File: src/rtl/seg_pkg.sv
// Shared constants and types for the two-digit sum display.
package seg_pkg;

    localparam int unsigned SUM_W   = 5;
    localparam int unsigned BCD_W   = 4;
    localparam int unsigned SEG_W   = 8;
    localparam int unsigned CON_W   = 2;

    // Segment patterns abcdefg+dp, bit7 = a, active-high, dp held low
    localparam logic [SEG_W-1:0] SEG_0     = 8'b11111100;
    localparam logic [SEG_W-1:0] SEG_1     = 8'b01100000;
    localparam logic [SEG_W-1:0] SEG_2     = 8'b11011010;
    localparam logic [SEG_W-1:0] SEG_3     = 8'b11110010;
    localparam logic [SEG_W-1:0] SEG_4     = 8'b01100110;
    localparam logic [SEG_W-1:0] SEG_5     = 8'b10110110;
    localparam logic [SEG_W-1:0] SEG_6     = 8'b10111110;
    localparam logic [SEG_W-1:0] SEG_7     = 8'b11100000;
    localparam logic [SEG_W-1:0] SEG_8     = 8'b11111110;
    localparam logic [SEG_W-1:0] SEG_9     = 8'b11110110;
    localparam logic [SEG_W-1:0] SEG_BLANK = 8'b00000000;

    localparam logic [CON_W-1:0] DIGIT_CON_UNITS = 2'b10;
    localparam logic [CON_W-1:0] DIGIT_CON_TENS  = 2'b01;

    typedef enum logic [1:0] {
        ST_IDLE   = 2'd0,
        ST_CONV   = 2'd1,
        ST_COMMIT = 2'd2
    } state_t;

    // Committed display value
    typedef struct packed {
        logic [BCD_W-1:0] tens;
        logic [BCD_W-1:0] units;
    } bcd_pair_t;

    // BCD digit to segment pattern; non-decimal codes blank the digit
    function automatic logic [SEG_W-1:0] seg_decode(input logic [BCD_W-1:0] d);
        logic [SEG_W-1:0] seg;
        seg = SEG_BLANK;
        case (d)
            4'd0:    seg = SEG_0;
            4'd1:    seg = SEG_1;
            4'd2:    seg = SEG_2;
            4'd3:    seg = SEG_3;
            4'd4:    seg = SEG_4;
            4'd5:    seg = SEG_5;
            4'd6:    seg = SEG_6;
            4'd7:    seg = SEG_7;
            4'd8:    seg = SEG_8;
            4'd9:    seg = SEG_9;
            default: seg = SEG_BLANK;
        endcase
        return seg;
    endfunction

endpackage

File: src/rtl/bin2bcd_seq.sv
// Sequential double-dabble: 5-bit binary to two BCD digits, one shift per clock.
// done flags the cycle in which the final shift is performed, so the caller
// can advance on the same edge that makes bcd_tens/bcd_units valid.
module bin2bcd_seq
    import seg_pkg::*;
(
    input  logic             clk,
    input  logic             rst_n,
    input  logic             start,
    input  logic [SUM_W-1:0] bin_in,
    output logic             done,
    output logic [BCD_W-1:0] bcd_tens,
    output logic [BCD_W-1:0] bcd_units
);

    localparam int unsigned BIT_CNT_W = $clog2(SUM_W + 1);
    localparam int unsigned SHIFT_W   = 2 * BCD_W + SUM_W;

    logic [SUM_W-1:0]     bin_q;
    logic [2*BCD_W-1:0]   bcd_q;
    logic [BIT_CNT_W-1:0] cnt_q;
    logic [2*BCD_W-1:0]   adj_c;

    // Add-3 correction of each BCD nibble ahead of the shift
    always_comb begin
        adj_c = bcd_q;
        if (adj_c[BCD_W-1:0] >= BCD_W'(5)) begin
            adj_c[BCD_W-1:0] = adj_c[BCD_W-1:0] + BCD_W'(3);
        end
        if (adj_c[2*BCD_W-1:BCD_W] >= BCD_W'(5)) begin
            adj_c[2*BCD_W-1:BCD_W] = adj_c[2*BCD_W-1:BCD_W] + BCD_W'(3);
        end
    end

    // Load on start, then shift once per clock until the bit count runs out
    always_ff @(posedge clk or negedge rst_n) begin
        if (!rst_n) begin
            bin_q <= '0;
            bcd_q <= '0;
            cnt_q <= '0;
            done  <= 1'b0;
        end else if (start) begin
            bin_q <= bin_in;
            bcd_q <= '0;
            cnt_q <= BIT_CNT_W'(SUM_W);
            done  <= 1'b0;
        end else if (cnt_q != '0) begin
            {bcd_q, bin_q} <= SHIFT_W'({adj_c, bin_q} << 1);
            cnt_q          <= cnt_q - BIT_CNT_W'(1);
            done           <= (cnt_q == BIT_CNT_W'(2));
        end else begin
            done <= 1'b0;
        end
    end

    assign bcd_tens  = bcd_q[2*BCD_W-1:BCD_W];
    assign bcd_units = bcd_q[BCD_W-1:0];

endmodule

File: src/rtl/seg_scan_ctrl.sv
// Two-digit multiplexed 7-segment driver for a 5-bit adder result.
// Accepts a sum, converts it to BCD, commits both digits at once and scans
// units/tens slots of REFRESH_DIV clocks each.
// Optional: define SEG_LEADING_BLANK_EN to blank a leading zero in the tens slot.
module seg_scan_ctrl
    import seg_pkg::*;
#(
    parameter int unsigned REFRESH_DIV = 1024
) (
    input  logic             clk,
    input  logic             rst_n,
    input  logic [SUM_W-1:0] sum_in,
    input  logic             sum_valid,
    output logic             sum_ready,
    output logic             busy,
    output logic [SEG_W-1:0] digit_seg,
    output logic [CON_W-1:0] digit_con
);

    localparam int unsigned CNT_W = (REFRESH_DIV > 1) ? $clog2(REFRESH_DIV) : 1;

    state_t           state_q;
    state_t           state_d;
    logic             start_c;
    logic             commit_c;
    logic             ready_q;
    logic             conv_done;
    logic [BCD_W-1:0] conv_tens;
    logic [BCD_W-1:0] conv_units;
    bcd_pair_t        disp_q;
    logic [CNT_W-1:0] refresh_q;
    logic             slot_end_c;
    logic [SEG_W-1:0] next_seg_c;

    bin2bcd_seq u_bin2bcd (
        .clk       (clk),
        .rst_n     (rst_n),
        .start     (start_c),
        .bin_in    (sum_in),
        .done      (conv_done),
        .bcd_tens  (conv_tens),
        .bcd_units (conv_units)
    );

    // FSM state register
    always_ff @(posedge clk or negedge rst_n) begin
        if (!rst_n) begin
            state_q <= ST_IDLE;
        end else begin
            state_q <= state_d;
        end
    end

    // FSM next state and control strobes
    always_comb begin
        state_d  = state_q;
        start_c  = 1'b0;
        commit_c = 1'b0;
        case (state_q)
            ST_IDLE: begin
                if (sum_valid) begin
                    start_c = 1'b1;
                    state_d = ST_CONV;
                end
            end
            ST_CONV: begin
                if (conv_done) begin
                    state_d = ST_COMMIT;
                end
            end
            ST_COMMIT: begin
                commit_c = 1'b1;
                state_d  = ST_IDLE;
            end
            default: begin
                state_d = ST_IDLE;
            end
        endcase
    end

    // Handshake flags track the state the FSM is entering
    always_ff @(posedge clk or negedge rst_n) begin
        if (!rst_n) begin
            ready_q <= 1'b1;
            busy    <= 1'b0;
        end else begin
            ready_q <= (state_d == ST_IDLE);
            busy    <= (state_d != ST_IDLE);
        end
    end

    // Ready is held low while reset is asserted and is usable on the first edge after release
    assign sum_ready = ready_q & rst_n;

    // Both display digits update together from the finished conversion
    always_ff @(posedge clk or negedge rst_n) begin
        if (!rst_n) begin
            disp_q <= '0;
        end else if (commit_c) begin
            disp_q <= '{tens: conv_tens, units: conv_units};
        end
    end

    assign slot_end_c = (refresh_q == CNT_W'(REFRESH_DIV - 1));

    // Pattern for the slot that starts at the next boundary
    always_comb begin
        next_seg_c = seg_decode(disp_q.units);
        if (digit_con == DIGIT_CON_UNITS) begin
            next_seg_c = seg_decode(disp_q.tens);
`ifdef SEG_LEADING_BLANK_EN
            if (disp_q.tens == '0) begin
                next_seg_c = SEG_BLANK;
            end
`endif
        end
    end

    // Slot timer; digit select and pattern change together at the boundary only
    always_ff @(posedge clk or negedge rst_n) begin
        if (!rst_n) begin
            refresh_q <= '0;
            digit_con <= DIGIT_CON_UNITS;
            digit_seg <= SEG_0;
        end else if (slot_end_c) begin
            refresh_q <= '0;
            digit_con <= (digit_con == DIGIT_CON_UNITS) ? DIGIT_CON_TENS : DIGIT_CON_UNITS;
            digit_seg <= next_seg_c;
        end else begin
            refresh_q <= refresh_q + CNT_W'(1);
        end
    end

endmodule

File: config.mk
export PLATFORM = sky130hd
export DESIGN_NAME = seg_scan_ctrl
export DESIGN_NICKNAME = d
export VERILOG_FILES = /design/src/rtl/seg_pkg.sv /design/src/rtl/bin2bcd_seq.sv /design/src/rtl/seg_scan_ctrl.sv
export SDC_FILE = /design/constraint.sdc
export NUM_CORES = 1
export LEC_CHECK = 0
export ABC_AREA = 1
export CAP_MARGIN = 20
export CORE_ASPECT_RATIO = 0.8
export CORE_MARGIN = 2
export CORE_UTILIZATION = 45
export CTS_CLUSTER_DIAMETER = 80
export DETAILED_ROUTE_END_ITERATION = 10
export SKIP_CTS_REPAIR_TIMING = 1
export SLEW_MARGIN = 20
export SYNTH_ARGS = -nofsm -noshare
export SYNTH_HDL_FRONTEND = slang
export SYNTH_SLANG_ARGS = --single-unit
export TNS_END_PERCENT = 30
File: constraint.sdc
create_clock -name clk -period 1.4 [get_ports clk]
set_input_delay 0.28 -clock clk [delete_from_list [all_inputs] [get_ports clk]]
set_output_delay 0.28 -clock clk [all_outputs]
set_load 0.005 [all_outputs]
==> flow_metrics.tcl, run 1 <==
set metrics [dict create \
    outcome "finished, final reports clean" \
    synthAdderAreaFrac_pct 9.43 \
    max_stage_delay_ns 0.38 \
    path_cells "ha_2, nand2_2, nor2_4, nand2_4, nor2_8, inv_2, nand2_1, nand2_1" \
    rsz0062_at_grt "yes" \
    max_freq_mhz 736 \
    holdWs_ns 0.115 \
    setup_viol 0 \
    yosysTopAreaCell "dfrtp_1" \
    crit_arrival_ns 1.55 \
    antenna_cells 0 \
    tritoncts "built" \
    p_per_area_mw_per_mm2 1630 \
    hold_violations 0 \
    ys_async_sr_fraction_pct 100 \
    post-route-min-period_ns 1.36 \
    p_clk_share_pct 16.4 \
    grt_max_degree 49 \
    synthDominantCellAreaShare_pct 37.7 \
    slowest_stage "dfrtp_1" \
    comb_power_share_pct 44.6 \
    cp.required_ns 1.60 \
    syn_nets 370 \
    leakage_nw 1.88 \
    use_met2_pct 25.9 \
    syn-cell-area_mm2 0.00265 \
    rr_worst_depth 8 \
    cp_num_buf_inv 1 \
    synth_edf_count 0 \
    synth_seq_area_share_pct 45.6 \
    finalSetupTns_ns 0 \
    period_share_pct 97.0 \
    syn_inst 342 \
    cp-end-kind "flop" \
    max-cap-violations 0 \
    ys_warn_count 0 \
    htreeDepth 2 \
    drt-total-wl_um 5050 \
    synth_simple_gate_area_share_pct 29.2 \
    grtUsageMet1_pct 25.0 \
    overflow 0 \
    p_sw_share_pct 40.4 \
    globalplace.congestion 0.815 \
    setup_slack_ns 0.0418 \
    cts.root.buffer_cell "clkbuf_8" \
    grt_pass1_wl_um 8900 \
    start_kind "flop" \
    dp_slack_ns -0.116 \
    finalClockSkew_ns 0.00456 \
    synth_area_per_cell_um2 7.76 \
    reg2reg_slack_ns 0.04 \
    power_frac_seq_pct 39.0 \
    grtUsageTotal_pct 17.2 \
    die_area_mm2 0.00653 \
    yosys_most_used_dff "dfrtp_1" \
    rr_startpoint "refresh_q[1]" \
    worst_slew_pin_slew_ns 0.609 \
    port_buffers 18 \
    post-synth-top-count-cell "nand2_1" \
    worst-setup-path-type "reg -> reg" \
    dr.first_iter.drc_count 107 \
    viasPerCell 4.53 \
    grt_pass1_vias 1897 \
    synth_area_leaders "dfrtp_1 38%, nand2_1 19%, ha_1 9.4%" \
    ir_drop_mv 0.719 \
    die_w_um 89.9 \
    cts-buffers-inserted 5 \
    fillerInstances 552 \
    synth_xor_area_share_pct 1.98 \
    clkSinkCount 48 \
    drtAntennaViolNets 0 \
    fin_area_mm2 0.00321 \
    drc 0 \
    rr_endpoint "digit_seg[1]" \
    final_layout_size_suffix_gt1_share_pct 14.8 \
    intPower_mw 3.12 \
    crit_top_cell "nand2_1" \
    placeableCoreArea_mm2 0.00559 \
    antenna_found_initial 0 \
    cts.clk_slew.worst_paths_ns 0.09 \
    gr-max-usage-layer "met2" \
    start_util_pct 47.5 \
    synth_seq_cells 48 \
    slew_violations 0 \
    ios 20 \
    synth-compound-area-share_pct 5.66 \
    area_growth_pct 21.0 \
    cpLargestDelayFamily "simple AND/OR/NAND/NOR gates" \
    synth_cell_type_count 26 \
    met3_usage_pct 3.31 \
    muxShareOfSynthArea_pct 0 \
    wl_per_cell_um 10.9 \
    num_vias 2094 \
    hold_class "in -> async" \
    clkLatencyLatePin_ns 0.30 \
    place_inst 451 \
    drt_pass1_iterations 4 \
    post-dp-hpwl_um 3730 \
    place_area_mm2 0.00304 \
    fin_cells 462 \
    final_net_count 411 \
    synth_top_family_by_area "simple AND/OR/NAND/NOR gates" \
    row_count 24 \
    crit_fanout 9 \
    cts_max_path_buffers 2 \
    die_height_um 72.7 \
    netlist_top_cells_count "136 x nand2_1, 46 x inv_1, 40 x dfrtp_1" \
    power.total_mw 5.23 \
    utilization_pct 57.5 \
    p_switching_mw 2.11 \
    slew_headroom_pct 59.4 \
]
power by group through the flow:
stage | registers, mW | clock network, mW | logic [mW]
after floorplan | 2.00 | 0 | 1.56
after global placement | 2.05 | 0 | 2.22
after detailed placement | 2.05 | 0 | 2.24
after CTS | 2.03 | 0.891 | 2.25
after global routing | 2.11 | 0.929 | 2.76
final | 2.04 | 0.856 | 2.33
routing by layer:
metal / part of all wire, % / vias to the layer above
met3: 3.0 / 4
li1: - / 1126
met1: 55 / 936
met2: 41 / 28
met5: 0 / -
met4: 1.1 / 0
cells in the final DEF (no fill, tap or decap), drive strengths merged:
cell type,instances
a21oi,2
buf,21
clkbuf,8
clkdlybuf4s50,6
clkinvlp,1
conb,1
dfrtp,40
dfstp,8
dlymetal6s2s,11
ha,20
inv,47
nand2,139
nand3,23
nor2,24
o211ai,3
o21ai,21
o22ai,2
or2,1
xnor2,2
xor2,4
state kept, by name, summed over array words and instances (netlist names):
signal,cells
state_q,2
refresh_q,10
u_bin2bcd.cnt_q,3
u_bin2bcd.bcd_q,8
ready_q,1
u_bin2bcd.done,1
disp_q,8
digit_seg,7
digit_con,2
u_bin2bcd.bin_q,5
busy,1
logic make-up after synthesis:
group	after synthesis
adders and majority gates	20
and+or+nand+nor	187
buffers and inverters	52
DFF	48
other	1
AOI/OAI and AO/OA	28
xor gates and xnor gates	6
final cells by class:
class	count	area, um^2	area share [%]
Multi-Input combinational cell	242	1260	39.2
Sequential cell	48	1210	37.8
Inverter	48	184	5.73
Clock buffer	8	90.1	2.80
Timing Repair Buffer	38	369	11.5
Tap cell	78	97.6	3.04
worst max-delay path by stage:
stage,slack [ns],depth (start not counted),from,end
floorplan,0.14,8,refresh_q[0],digit_seg[1]
global placement,-0.07,6,sum_valid,u_bin2bcd.bcd_q[5]
detailed placement,-0.12,6,sum_valid,u_bin2bcd.bcd_q[5]
CTS,-0.32,3,ready_q,sum_ready
global route,-0.08,8,refresh_q[1],digit_con[0]
finish,0.04,8,refresh_q[1],digit_seg[1]
Note: power is estimated with default switching activity, not from simulation.
==> inputs of run 2 (changes only) <==
--- a/config.mk
+++ b/config.mk
@@ -16,5 +16,6 @@
 export SLEW_MARGIN = 20
 export SYNTH_ARGS = -nofsm -noshare
 export SYNTH_HDL_FRONTEND = slang
+export SYNTH_HIERARCHICAL = 1
 export SYNTH_SLANG_ARGS = --single-unit
 export TNS_END_PERCENT = 30
==> run 2 against run 1 <==
  * Largest cell class unchanged
  * Clock power rose by 5.1%
  * Sequential power is essentially flat
  * Clock skew is 0.0015 ns higher
  * Sequential share of layout area fell by 0.73 points
  * Fmax decreased by 0.30%
  * Critical path type unchanged
==> flow_metrics.tcl, run 2 <==
set metrics [dict create \
    outcome "finished, final reports clean" \
    cpLargestDelayFamily "flip-flops" \
    grtUsageTotal_pct 17.0 \
    ios 20 \
    leakage_nw 1.90 \
    largestRegisters "refresh_q (10), disp_q (8), u_bin2bcd/bcd_q (8)" \
    port_buffers 18 \
    synthDominantCellAreaShare_pct 36.2 \
    utilization_pct 55.3 \
    netlist_top_cells_count "107 x nand2_1, 51 x inv_1, 40 x dfrtp_1" \
    hold_violations 0 \
    final_layout_size_suffix_gt1_share_pct 15.3 \
    syn-cell-area_mm2 0.00276 \
    globalplace.congestion 0.777 \
    cts.root.buffer_cell "clkbuf_8" \
    post-dp-hpwl_um 3810 \
    finalClockSkew_ns 0.00601 \
    drc 0 \
    final_net_count 405 \
    grt_max_degree 49 \
    area_growth_pct 18.2 \
    yosysTopAreaCell "dfrtp_1" \
    die_w_um 91.6 \
    syn_nets 369 \
    synth_area_leaders "dfrtp_1 36%, nand2_1 15%, ha_1 9.1%" \
    synth_edf_count 0 \
    die_height_um 74.1 \
    die_area_mm2 0.00679 \
    overflow 0 \
    drtAntennaViolNets 0 \
    worst-setup-path-type "reg -> reg" \
    ys_async_sr_fraction_pct 100 \
    row_count 25 \
    tritoncts "built" \
    fin_area_mm2 0.00327 \
    viasPerCell 4.59 \
    final_cell_mix "107 x nand2_1, 49 x inv_1, 40 x dfrtp_1" \
    synth_seq_cells 48 \
    p_per_area_mw_per_mm2 1690 \
    max_stage_delay_ns 0.40 \
    final_common_cell "nand2_1" \
    ys_warn_count 6 \
    cts_max_path_buffers 2 \
    drt_pass1_iterations 4 \
    clkSinkCount 48 \
    placeableCoreArea_mm2 0.00591 \
    yosys_most_used_dff "dfrtp_1" \
    antenna_cells 0 \
    drt-total-wl_um 5150 \
    cts.clk_slew.worst_paths_ns 0.09 \
    setup_slack_ns 0.0378 \
    cts-buffers-inserted 5 \
    syn_inst 341 \
    place_area_mm2 0.00313 \
    place_inst 451 \
    hold_class "in -> async" \
    crit_fanout 11 \
    setup_viol 0 \
    period_share_pct 97.3 \
    max-cap-violations 0 \
    dp_slack_ns -0.267 \
    fillerInstances 558 \
    post-synth-top-count-cell "nand2_1" \
    crit_start "u_bin2bcd/cnt_q[1]" \
    cp.required_ns 1.57 \
    htreeDepth 2 \
    worst_slew_pin_slew_ns 0.607 \
    slew_headroom_pct 59.6 \
    post-route-min-period_ns 1.36 \
    start_kind "flop" \
    path_cells "inv_2, ha_1, inv_2, buf_4, nor2_4, nor2_4, buf_12, nand3_1, o21ai_0" \
    crit_arrival_ns 1.54 \
    cp_num_buf_inv 4 \
    slowest_stage "dfrtp_1" \
    synth_area_per_cell_um2 8.11 \
    start_util_pct 46.8 \
    num_vias 2106 \
    synth_cell_type_count 34 \
    slew_violations 0 \
    power.total_mw 5.53 \
    antenna_found_initial 0 \
    fin_cells 459 \
    grt_pass1_wl_um 9200 \
    largest_register "refresh_q" \
    clkLatencyLatePin_ns 0.30 \
    dr.first_iter.drc_count 71 \
    cp-end-kind "flop" \
    rr_startpoint "u_bin2bcd/cnt_q[1]" \
    rsz0062_at_grt "yes" \
    grt_pass1_vias 2039 \
    ir_drop_mv 0.633 \
    max_freq_mhz 734 \
    largest_reg_flops 10 \
    wl_per_cell_um 11.2 \
    synth_seq_area_share_pct 43.8 \
]
==> run 2: cell families (layout without fill, tap and decap cells) <==
group / after synthesis / in the layout / synth area share, %
and+or+nand+nor: 175 / 175 / 29.2
adders and majority gates: 20 / 20 / 9.05
DFF: 48 / 48 / 43.8
AOI/OAI and AO/OA: 33 / 33 / 7.20
other: 1 / 1 / 0.136
xor gates and xnor gates: 4 / 4 / 1.27
buffers and inverters: 60 / 97 / 9.33
==> run 2: layout make-up <==
cell class	instances	area [um^2]	share of cell area, %
multi-input combinational	233	1310	39.9
sequential	48	1210	37.1
timing repair buffer	33	328	10.0
inverter	56	223	6.81
tap	81	101	3.10
clock buffer	8	100	3.06
==> run 2: per-layer routing <==
| metal | vias up | track usage [%] | share of wire, % |
|---|---|---|---|
| met2 | 23 | 25.8 | 41 |
| met3 | 5 | 3.34 | 3.2 |
| met4 | 0 | 4.04 | 0.86 |
| met1 | 953 | 25.3 | 55 |
| met5 | - | 0 | 0 |
| li1 | 1125 | - | - |
==> run 2: report_power, final <==
group	switching, mW	internal, mW	total, mW	leakage (nW)
clock	0.449	0.452	0.900	0.0515
combinational	1.51	1.08	2.58	1.26
sequential	0.283	1.76	2.04	0.585
==> run 2: through the flow <==
step                setup TNS (ns)  hold slack [ns]
CTS                          -1.97            0.180
detailed placement           -2.98            0.453
global placement             -2.65            0.449
global route                -0.479            0.215
floorplan                        0          -0.0156
finish                           0            0.156
==> run 2: path summary, 6_finish.rpt <==
path	to	slack (ns)	depth (start not counted)
min reg2reg	state_q[0]	0.46	1
max	u_bin2bcd/bcd_q[3]	0.04	9
max reg2reg	u_bin2bcd/bcd_q[3]	0.04	9
min in group clk	state_q[0]	0.46	1
max in group asynchronous	digit_seg[1]	0.84	2
min	u_bin2bcd/cnt_q[0]	0.16	2
==> inputs of run 3 (changes only) <==
--- a/config.mk
+++ b/config.mk
@@ -9,13 +9,12 @@
 export CAP_MARGIN = 20
 export CORE_ASPECT_RATIO = 0.8
 export CORE_MARGIN = 2
-export CORE_UTILIZATION = 45
+export CORE_UTILIZATION = 40
 export CTS_CLUSTER_DIAMETER = 80
 export DETAILED_ROUTE_END_ITERATION = 10
 export SKIP_CTS_REPAIR_TIMING = 1
 export SLEW_MARGIN = 20
 export SYNTH_ARGS = -nofsm -noshare
 export SYNTH_HDL_FRONTEND = slang
-export SYNTH_HIERARCHICAL = 1
 export SYNTH_SLANG_ARGS = --single-unit
 export TNS_END_PERCENT = 30
==> run 3 against run 2 <==
  * Total power is 5.0% lower
  * First-iteration DRC count is 130% higher
  * Clock-buffer cell count is 1 lower
  * Cell count is 3.3% higher
  * Critical path depth is 1 lower
  * Setup slack worse by 0.037 ns
  * Global-route usage is 1.4 points lower
  * Wire length is 1.5% higher
  * Cell area is 1.6% higher
  * Fmax is 2.6% lower
  * Flip-flop and latch count stayed put
  * Via count is 2.3% higher
  * Critical path type unchanged
  * Largest cell class unchanged
  * Largest power group unchanged
==> flow_metrics.tcl, run 3 (synthesized netlist as in run 1, its figures left out) <==
set metrics [dict create \
    drtAntennaViolNets 0 \
    globalplace.congestion 0.789 \
    p_per_area_mw_per_mm2 1580 \
    cts_max_path_buffers 2 \
    p_sw_share_pct 40.1 \
    post-route-min-period_ns 1.40 \
    slew_headroom_pct 59.2 \
    worst_slew_pin_slew_ns 0.612 \
    hold_class "in -> async" \
    slowest_stage "dfrtp_1" \
    power.total_mw 5.25 \
    grt_pass1_wl_um 9150 \
    cts.root.buffer_cell "clkbuf_8" \
    routed-wl-met3_um 165 \
    antenna_found_initial 0 \
    post-dp-hpwl_um 3790 \
    antenna_cells 0 \
    largest_reg_flops 10 \
    cts-buffers-inserted 5 \
    ir_drop_mv 0.645 \
    finalClockSkew_ns 0.00911 \
    max_freq_mhz 715 \
    final_layout_size_suffix_gt1_share_pct 18.2 \
    drc 0 \
    crit_arrival_ns 1.65 \
    rr_startpoint "refresh_q[1]" \
    largest_register "refresh_q" \
    port_buffers 18 \
    die_w_um 95.1 \
    final_cell_mix "133 x nand2_1, 39 x inv_1, 38 x dfrtp_1" \
    overflow 0 \
    cp.required_ns 1.65 \
    clkLatencyLatePin_ns 0.30 \
    start_kind "flop" \
    rr_worst_depth 8 \
    worst-setup-path-type "reg -> reg" \
    period_share_pct 99.9 \
    max-cap-violations 0 \
    viasPerCell 4.54 \
    topRoutingLayerUsed "met4" \
    setup_viol 0 \
    tritoncts "built" \
    die_height_um 76.9 \
    area_growth_pct 25.2 \
    dr_wl_met2_um 2360 \
    comb_power_share_pct 44.4 \
    htreeDepth 2 \
    power_frac_seq_pct 39.1 \
    die_area_mm2 0.00731 \
    grt_pass1_vias 2064 \
    leakage_nw 1.94 \
    rr_endpoint "digit_seg[2]" \
    start_util_pct 41.4 \
    drt-total-wl_um 5220 \
    crit_fanout 6 \
    num_vias 2154 \
    grtUsageTotal_pct 15.5 \
    row_count 26 \
    clkSinkCount 48 \
    drt_pass1_iterations 4 \
    final_common_cell "nand2_1" \
    rsz0062_at_grt "yes" \
    slew_violations 0 \
    hold_violations 0 \
    intPower_mw 3.15 \
    wl_met1_um 2660 \
    max_stage_delay_ns 0.41 \
    finalSetupTns_ns 0 \
    outcome "finished, final reports clean" \
    cp-end-kind "flop" \
    largestRegisters "refresh_q (10), disp_q (8), u_bin2bcd.bcd_q (8)" \
    p_switching_mw 2.11 \
    path_cells "ha_4, nand2_4, nor2_4, nand2_4, nor2_8, clkbuf_16, nand3_1, nand2_1" \
    placeableCoreArea_mm2 0.00641 \
    crit_top_cell "nand2_4" \
    fillerInstances 606 \
    grt_max_degree 49 \
    dr.first_iter.drc_count 162 \
    p_clk_share_pct 16.4 \
    ios 20 \
    cts.clk_slew.worst_paths_ns 0.09 \
    reg2reg_slack_ns 0.001 \
    final_net_count 417 \
    wl_per_cell_um 11.0 \
]
-- run 3: changes by cell type in the layout (fill, tap and decap cells not counted), sizes merged, moves of 3 or more --
cell	change
a21oi	-8
o21ai	+6
nand4	-5
nor2	-7
inv	-7
buf	+10
o21bai	-3
nor3	-3
nand2	+28
-- run 3: worst max path at each step --
stage                 start                  to  slack [ns]  depth (start not counted)
2_1_floorplan  refresh_q[0]        digit_seg[1]        0.14                          8
3_3_place_gp      sum_valid  u_bin2bcd.bcd_q[6]       -0.09                          6
3_5_place_dp      sum_valid  u_bin2bcd.bcd_q[5]       -0.11                          6
4_1_cts             ready_q           sum_ready       -0.29                          3
5_1_grt        refresh_q[1]        digit_seg[2]       -0.08                          8
6_report       refresh_q[1]        digit_seg[2]       0.001                          8
-- run 3: cell type report --
type	instances	area, um^2	area share, %
Clock buffer	7	86.3	2.60
Clock inverter	1	7.51	0.226
Inverter	48	184	5.54
Multi-Input combinational cell	242	1290	38.9
Sequential cell	48	1210	36.5
Tap cell	84	105	3.16
Timing Repair Buffer	44	432	13.0
-- run 3: power groups by stage --
stage / logic, mW / registers, mW / clock network [mW]
after floorplan: 1.56 / 2.00 / 0
after global placement: 2.17 / 2.06 / 0
after detailed placement: 2.22 / 2.06 / 0
after CTS: 2.23 / 2.04 / 0.899
after global routing: 2.79 / 2.12 / 0.974
final: 2.33 / 2.06 / 0.864
-- run 3: stage by stage --
step                cells  hold slack, ns  util [%]  cell area [um^2]  setup slack [ns]
global route          474           0.201      51.8              3320           -0.0845
finish                474           0.131      51.8              3320           0.00126
CTS                   467           0.184      49.2              3150            -0.291
global placement      459           0.442      47.7              3060           -0.0925
detailed placement    459           0.458      47.7              3060            -0.105
floorplan             342         -0.0156         -              2650             0.136
-- run 3: worst max-delay path, delay by kind of cell (launching register included) --
family        cells  cell delay (ns)
flops             1             0.41
buf+inv           1             0.17
fa+ha+maj         1             0.17
simple gates      6             0.59
-- run 3: layer usage --
| metal | vias to the layer above | track usage, % |
|---|---|---|
| met5 | - | 0 |
| li1 | 1136 | - |
| met2 | 19 | 23.8 |
| met3 | 4 | 4.42 |
| met4 | 0 | 2.61 |
| met1 | 995 | 22.2 |
